===== src/rtl/md_issue_ctrl_if.sv =====
// md_issue_ctrl_if: E/D-stage HI/LO issue and stall signals between pipeline and controller
interface md_issue_ctrl_if;
  logic       e_valid;
  logic [3:0] e_op;
  logic       d_uses_hilo;
  logic       req;
  logic       div_zero;
  logic       md_start;
  logic       hilo_we;
  logic       busy;
  logic       stall_d;
  logic       md_done;
  modport master (
    output e_valid, e_op, d_uses_hilo, req, div_zero,
    input  md_start, hilo_we, busy, stall_d, md_done
  );
  modport slave (
    input  e_valid, e_op, d_uses_hilo, req, div_zero,
    output md_start, hilo_we, busy, stall_d, md_done
  );
endinterface


===== src/rtl/md_issue_ctrl.sv =====
// md_issue_ctrl: HI/LO mult/div issue and D-stage stall control; MD_DIV0_FAST_EN makes divide-by-zero finish after one RUN cycle
module md_issue_ctrl #(
  parameter int MULT_LAT = 5,
  parameter int DIV_LAT  = 10,
  parameter int CNT_W    = 4
) (
  input logic          clk,
  input logic          reset,
  md_issue_ctrl_if.slave bus
);
  typedef enum logic {IDLE, RUN} state_t;
  state_t           state, state_n;
  logic [CNT_W-1:0] cnt, cnt_n, lat;
  logic             is_md, is_mt, go, md_start, busy, last;
  // State and latency counter; reset abandons any running operation
  always_ff @(posedge clk or negedge reset)
    if (!reset) begin
      state <= IDLE;
      cnt   <= '0;
    end else begin
      state <= state_n;
      cnt   <= cnt_n;
    end
  // Issue decision (gated by reset so outputs stay low during reset), latency select and countdown
  always_comb begin
    is_md    = bus.e_op inside {4'd1, 4'd2, 4'd3, 4'd4};
    is_mt    = bus.e_op inside {4'd7, 4'd8};
    go       = reset & bus.e_valid & ~bus.req & (state == IDLE);
    md_start = go & is_md;
`ifdef MD_DIV0_FAST_EN
    lat      = (bus.e_op > 4'd2) ? (bus.div_zero ? CNT_W'(1) : CNT_W'(DIV_LAT)) : CNT_W'(MULT_LAT);
`else
    lat      = (bus.e_op > 4'd2) ? CNT_W'(DIV_LAT) : CNT_W'(MULT_LAT);
`endif
    last     = (state == RUN) && (cnt == CNT_W'(1));
    busy     = (state == RUN) | md_start;
    state_n  = md_start ? RUN : last ? IDLE : state;
    cnt_n    = md_start ? lat : (state == RUN) ? cnt - CNT_W'(1) : cnt;
  end
  assign bus.md_start = md_start;
  assign bus.hilo_we  = go & is_mt;
  assign bus.busy     = busy;
  assign bus.stall_d  = bus.d_uses_hilo & busy;
  assign bus.md_done  = last;
endmodule


===== src/flat_wrapper.sv =====
// flat-port wrapper written by rule: the top's interface ports become plain ports
module md_issue_ctrl_flat 
#(
  parameter int MULT_LAT = 5,
  parameter int DIV_LAT  = 10,
  parameter int CNT_W    = 4
)
  (clk, reset, bus_e_valid, bus_e_op, bus_d_uses_hilo, bus_req, bus_div_zero, bus_md_start, bus_hilo_we, bus_busy, bus_stall_d, bus_md_done);
  md_issue_ctrl_if bus_i ();
  input logic clk;
  input logic reset;
  input wire logic [$bits(bus_i.e_valid)-1:0] bus_e_valid;
  input wire logic [$bits(bus_i.e_op)-1:0] bus_e_op;
  input wire logic [$bits(bus_i.d_uses_hilo)-1:0] bus_d_uses_hilo;
  input wire logic [$bits(bus_i.req)-1:0] bus_req;
  input wire logic [$bits(bus_i.div_zero)-1:0] bus_div_zero;
  output wire logic [$bits(bus_i.md_start)-1:0] bus_md_start;
  output wire logic [$bits(bus_i.hilo_we)-1:0] bus_hilo_we;
  output wire logic [$bits(bus_i.busy)-1:0] bus_busy;
  output wire logic [$bits(bus_i.stall_d)-1:0] bus_stall_d;
  output wire logic [$bits(bus_i.md_done)-1:0] bus_md_done;
  assign bus_i.e_valid = bus_e_valid;
  assign bus_i.e_op = bus_e_op;
  assign bus_i.d_uses_hilo = bus_d_uses_hilo;
  assign bus_i.req = bus_req;
  assign bus_i.div_zero = bus_div_zero;
  assign bus_md_start = bus_i.md_start;
  assign bus_hilo_we = bus_i.hilo_we;
  assign bus_busy = bus_i.busy;
  assign bus_stall_d = bus_i.stall_d;
  assign bus_md_done = bus_i.md_done;
  md_issue_ctrl #(.MULT_LAT(MULT_LAT), .DIV_LAT(DIV_LAT), .CNT_W(CNT_W)) u_core (.clk(clk), .reset(reset), .bus(bus_i));
endmodule

===== config.mk =====
export PLATFORM = sky130hd
export DESIGN_NAME = md_issue_ctrl_flat
export DESIGN_NICKNAME = d
export VERILOG_FILES = /design/src/rtl/md_issue_ctrl_if.sv /design/src/rtl/md_issue_ctrl.sv /design/src/flat_wrapper.sv
export SDC_FILE = /design/constraint.sdc
export NUM_CORES = 1
export LEC_CHECK = 0
export ABC_AREA = 1
export BUFFER_PORTS_ARGS = -buffer_cell sky130_fd_sc_hd__buf_2
export CORE_AREA = 3 3 40 42
export CTS_BUF_LIST = sky130_fd_sc_hd__clkbuf_8
export DETAILED_ROUTE_END_ITERATION = 16
export DIE_AREA = 0 0 43 45
export MAX_ROUTING_LAYER = met4
export PLACE_DENSITY = 0.67
export SYNTH_ARGS = -nofsm -noshare
export SYNTH_HDL_FRONTEND = slang
export SYNTH_SLANG_ARGS = --single-unit

===== constraint.sdc =====
create_clock -name clk -period 1.79 [get_ports clk]
set_input_delay 0.0895 -clock clk [delete_from_list [all_inputs] [get_ports clk]]
set_output_delay 0.0895 -clock clk [all_outputs]
set_load 0.005 [all_outputs]

==> flow_summary.toml <==
[power]
vdd_drop_max_mv = 0.712
powerDensity_mw_per_mm2 = 1420
p_leak_nw = 0.347

[floorplanning]
die_x_um = 43
core_area_mm2 = 0.00128
floorplan.die_area_mm2 = 0.00194
initial_core_util_pct = 33.3
io_pins = 15
num_rows = 13
die_y_um = 45

[routing]
drt_iter0_markers = 2
routedWlPerCell_um = 7.87
via_per_inst = 4.03
drt_wl_total_um = 763
vias = 391
drc = 0
firstDrtPassIters = 3
postRouteAntennaNets = 0

[clocking]
cts_tree = "built"
post_cts_buffers = 0
insertion_delay_ns = 0.22
cts-buffers-inserted = 3
cts.sinks = 5
cts_resized = 0
clkTransAtPathRegs_ns = 0.03
clk_path_buf_depth = 2
ctsHtreeMaxLevel = 1
cts-root-buf = "clkbuf_8"

[job]
cap_violations = 0

[synth]
synth_nets = 76
yosys_warnings = 0
synth-seq-cells = 5
ys_seq_area_share_pct = 29.2
syn-mean-instance-area_um2 = 6.69
yosysTopAreaCell = "dfrtp_1"
synth_top_area_share_pct = 29.2
syn_inst = 64
syn_area_um2 = 428
synth_area_leaders = "dfrtp_1 (29%), nand2_1 (22%), inv_1 (9.6%)"
synth_cell_types = 20

[global_route]
first_global_vias = 370
grt_pass1_wl_mm = 1.36
grt_max_degree = 7
gr-usage-all-layers_pct = 10.0
grt_overflow = 0
antenna_found_initial = 0

[placement]
placed_area_um2 = 512
place.gp.congestion = 0.770
place_hpwl_um = 669
port-buffer-count = 13

[worst_setup_path]
endpoint_kind = "output pin"
arrival_ns = 1.46
r2r_setup_slack_ns = 0.62
crit_end = "bus_stall_d"
rr_worst_depth = 8
r2r-end = "u_core.cnt[3]"
worstSetupStartpointType = "input pin"
path_max_fanout = 6
timing.rr.start = "u_core.state"
startpoint = "reset"
crit_required_ns = 1.70
crit_type = "input pin to output pin"

[sta]
worstMarginPinSlew_ns = 0.294
hold_violations = 0
relSlewSlack_pct = 80.2
finClkSkew_ns = 0.000180
fin_setup_tns_ns = 0
fmax_mhz = 645
setup_viol = 0
fin_crit_sh_pct = 86.6
rsz0062_at_grt = "false"
timing.final.crit_period_ns = 1.55
slew_violations = 0

[layout]
nNetsFinal = 95
drive_above_1_share_pct = 29.3
area_delta_synth_final_pct = 32.5
diodes = 0
final_util_pct = 44.1
design_area_um2 = 567

[hold_path]
hp-class = "input pin to asynchronous set/reset pin"

[outcome]
status = "complete, no violations"
[routing by layer]
layer  vias to the layer above  global-route usage (%)  wire length (um)
met4                         0                    7.23                 0
li1                        226                       -                 -
met5                         -                       -                 0
met2                         3                    15.9               415
met1                       162                    10.3               337
met3                         0                    3.59                11
[sequential cells by signal (all words and copies together), names as in the netlist]
register	count
u_core.state	1
u_core.cnt	4
[cells in the final DEF, fill, tap and decap left out]
cell	n
nand2_1	25
buf_2	13
inv_1	12
dfrtp_1	5
nor2_1	4
clkbuf_8	3
nor3_1	2
nor2_2	2
ha_1	2
inv_2	1
nand2_2	1
nor2_4	1
nand3_4	1
nand2_4	1
o21a_1	1
inv_4	1
xor2_1	1
nand4_1	1
o21ai_0	1
xnor2_1	1
nand3_1	1
nand3b_1	1
dlygate4sd3_1	1
[report_power, final]
part	switching [mW]	leakage [nW]	internal, mW
Clock	0.0490	0.0269	0.146
Sequential	0.0503	0.0617	0.170
Combinational	0.221	0.258	0.165
Total	0.320	0.347	0.482
[critical path: stages]
cell and delay, ns:
dlygate4sd3_1 0.52, buf_2 0.16, nand2_1 0.10, nor2_4 0.15, nand3_4 0.11, nand2_4 0.10
inv_4 0.05, nor2_2 0.06, buf_2 0.11
[timing repair]
action,CTS,global route
endpoints found under the hold margin,5,0
hold buffers,1,0
setup endpoints to repair,0,0
[how the worst min path moves through the flow]
stage | startpoint | to
floorplan | reset | u_core.cnt[0]
global placement | reset | u_core.cnt[3]
detailed placement | reset | u_core.cnt[3]
CTS | reset | u_core.cnt[1]
global route | reset | u_core.state
finish | reset | u_core.cnt[2]
[cell families (layout without fill, tap and decap cells)]
family          count (synthesis)  in the layout  share of synthesized area [%]
compound gates                  2              2                           2.92
xor+xnor                        2              2                           4.09
fa+ha+maj                       2              2                           5.85
buf+inv                        13             31                           12.0
flops                           5              5                           29.2
simple gates                   40             40                           45.9
[Yosys cell counts (all sizes together)]
library cell,n
o21a,1
nand3b,1
nor3,2
ha,2
inv,13
nand3,2
nor2,7
nand2,27
dfrtp,5
xnor2,1
nand4,1
o21ai,1
xor2,1
[metrics by stage]
stage	cells	power [mW]	hold slack (ns)	worst slack (ns)
after global placement	92	0.601	-0.0895	0.596
after floorplan	64	0.517	-0.206	0.695
after detailed placement	92	0.610	-0.0893	0.602
final	97	0.802	0.218	0.241
after CTS	97	0.815	0.215	0.221
after global routing	97	0.889	0.238	0.150
[layout make-up]
type | count | area [um^2]
multi-input cells | 46 | 251
clock inverters | 1 | 3.75
flip-flops and latches | 5 | 125
fillers | 143 | 718
clock buffers | 3 | 41.3
well taps | 15 | 18.8
repair buffers | 14 | 75.1
inverters | 13 | 51.3
Power figures use the tool's default switching activity.
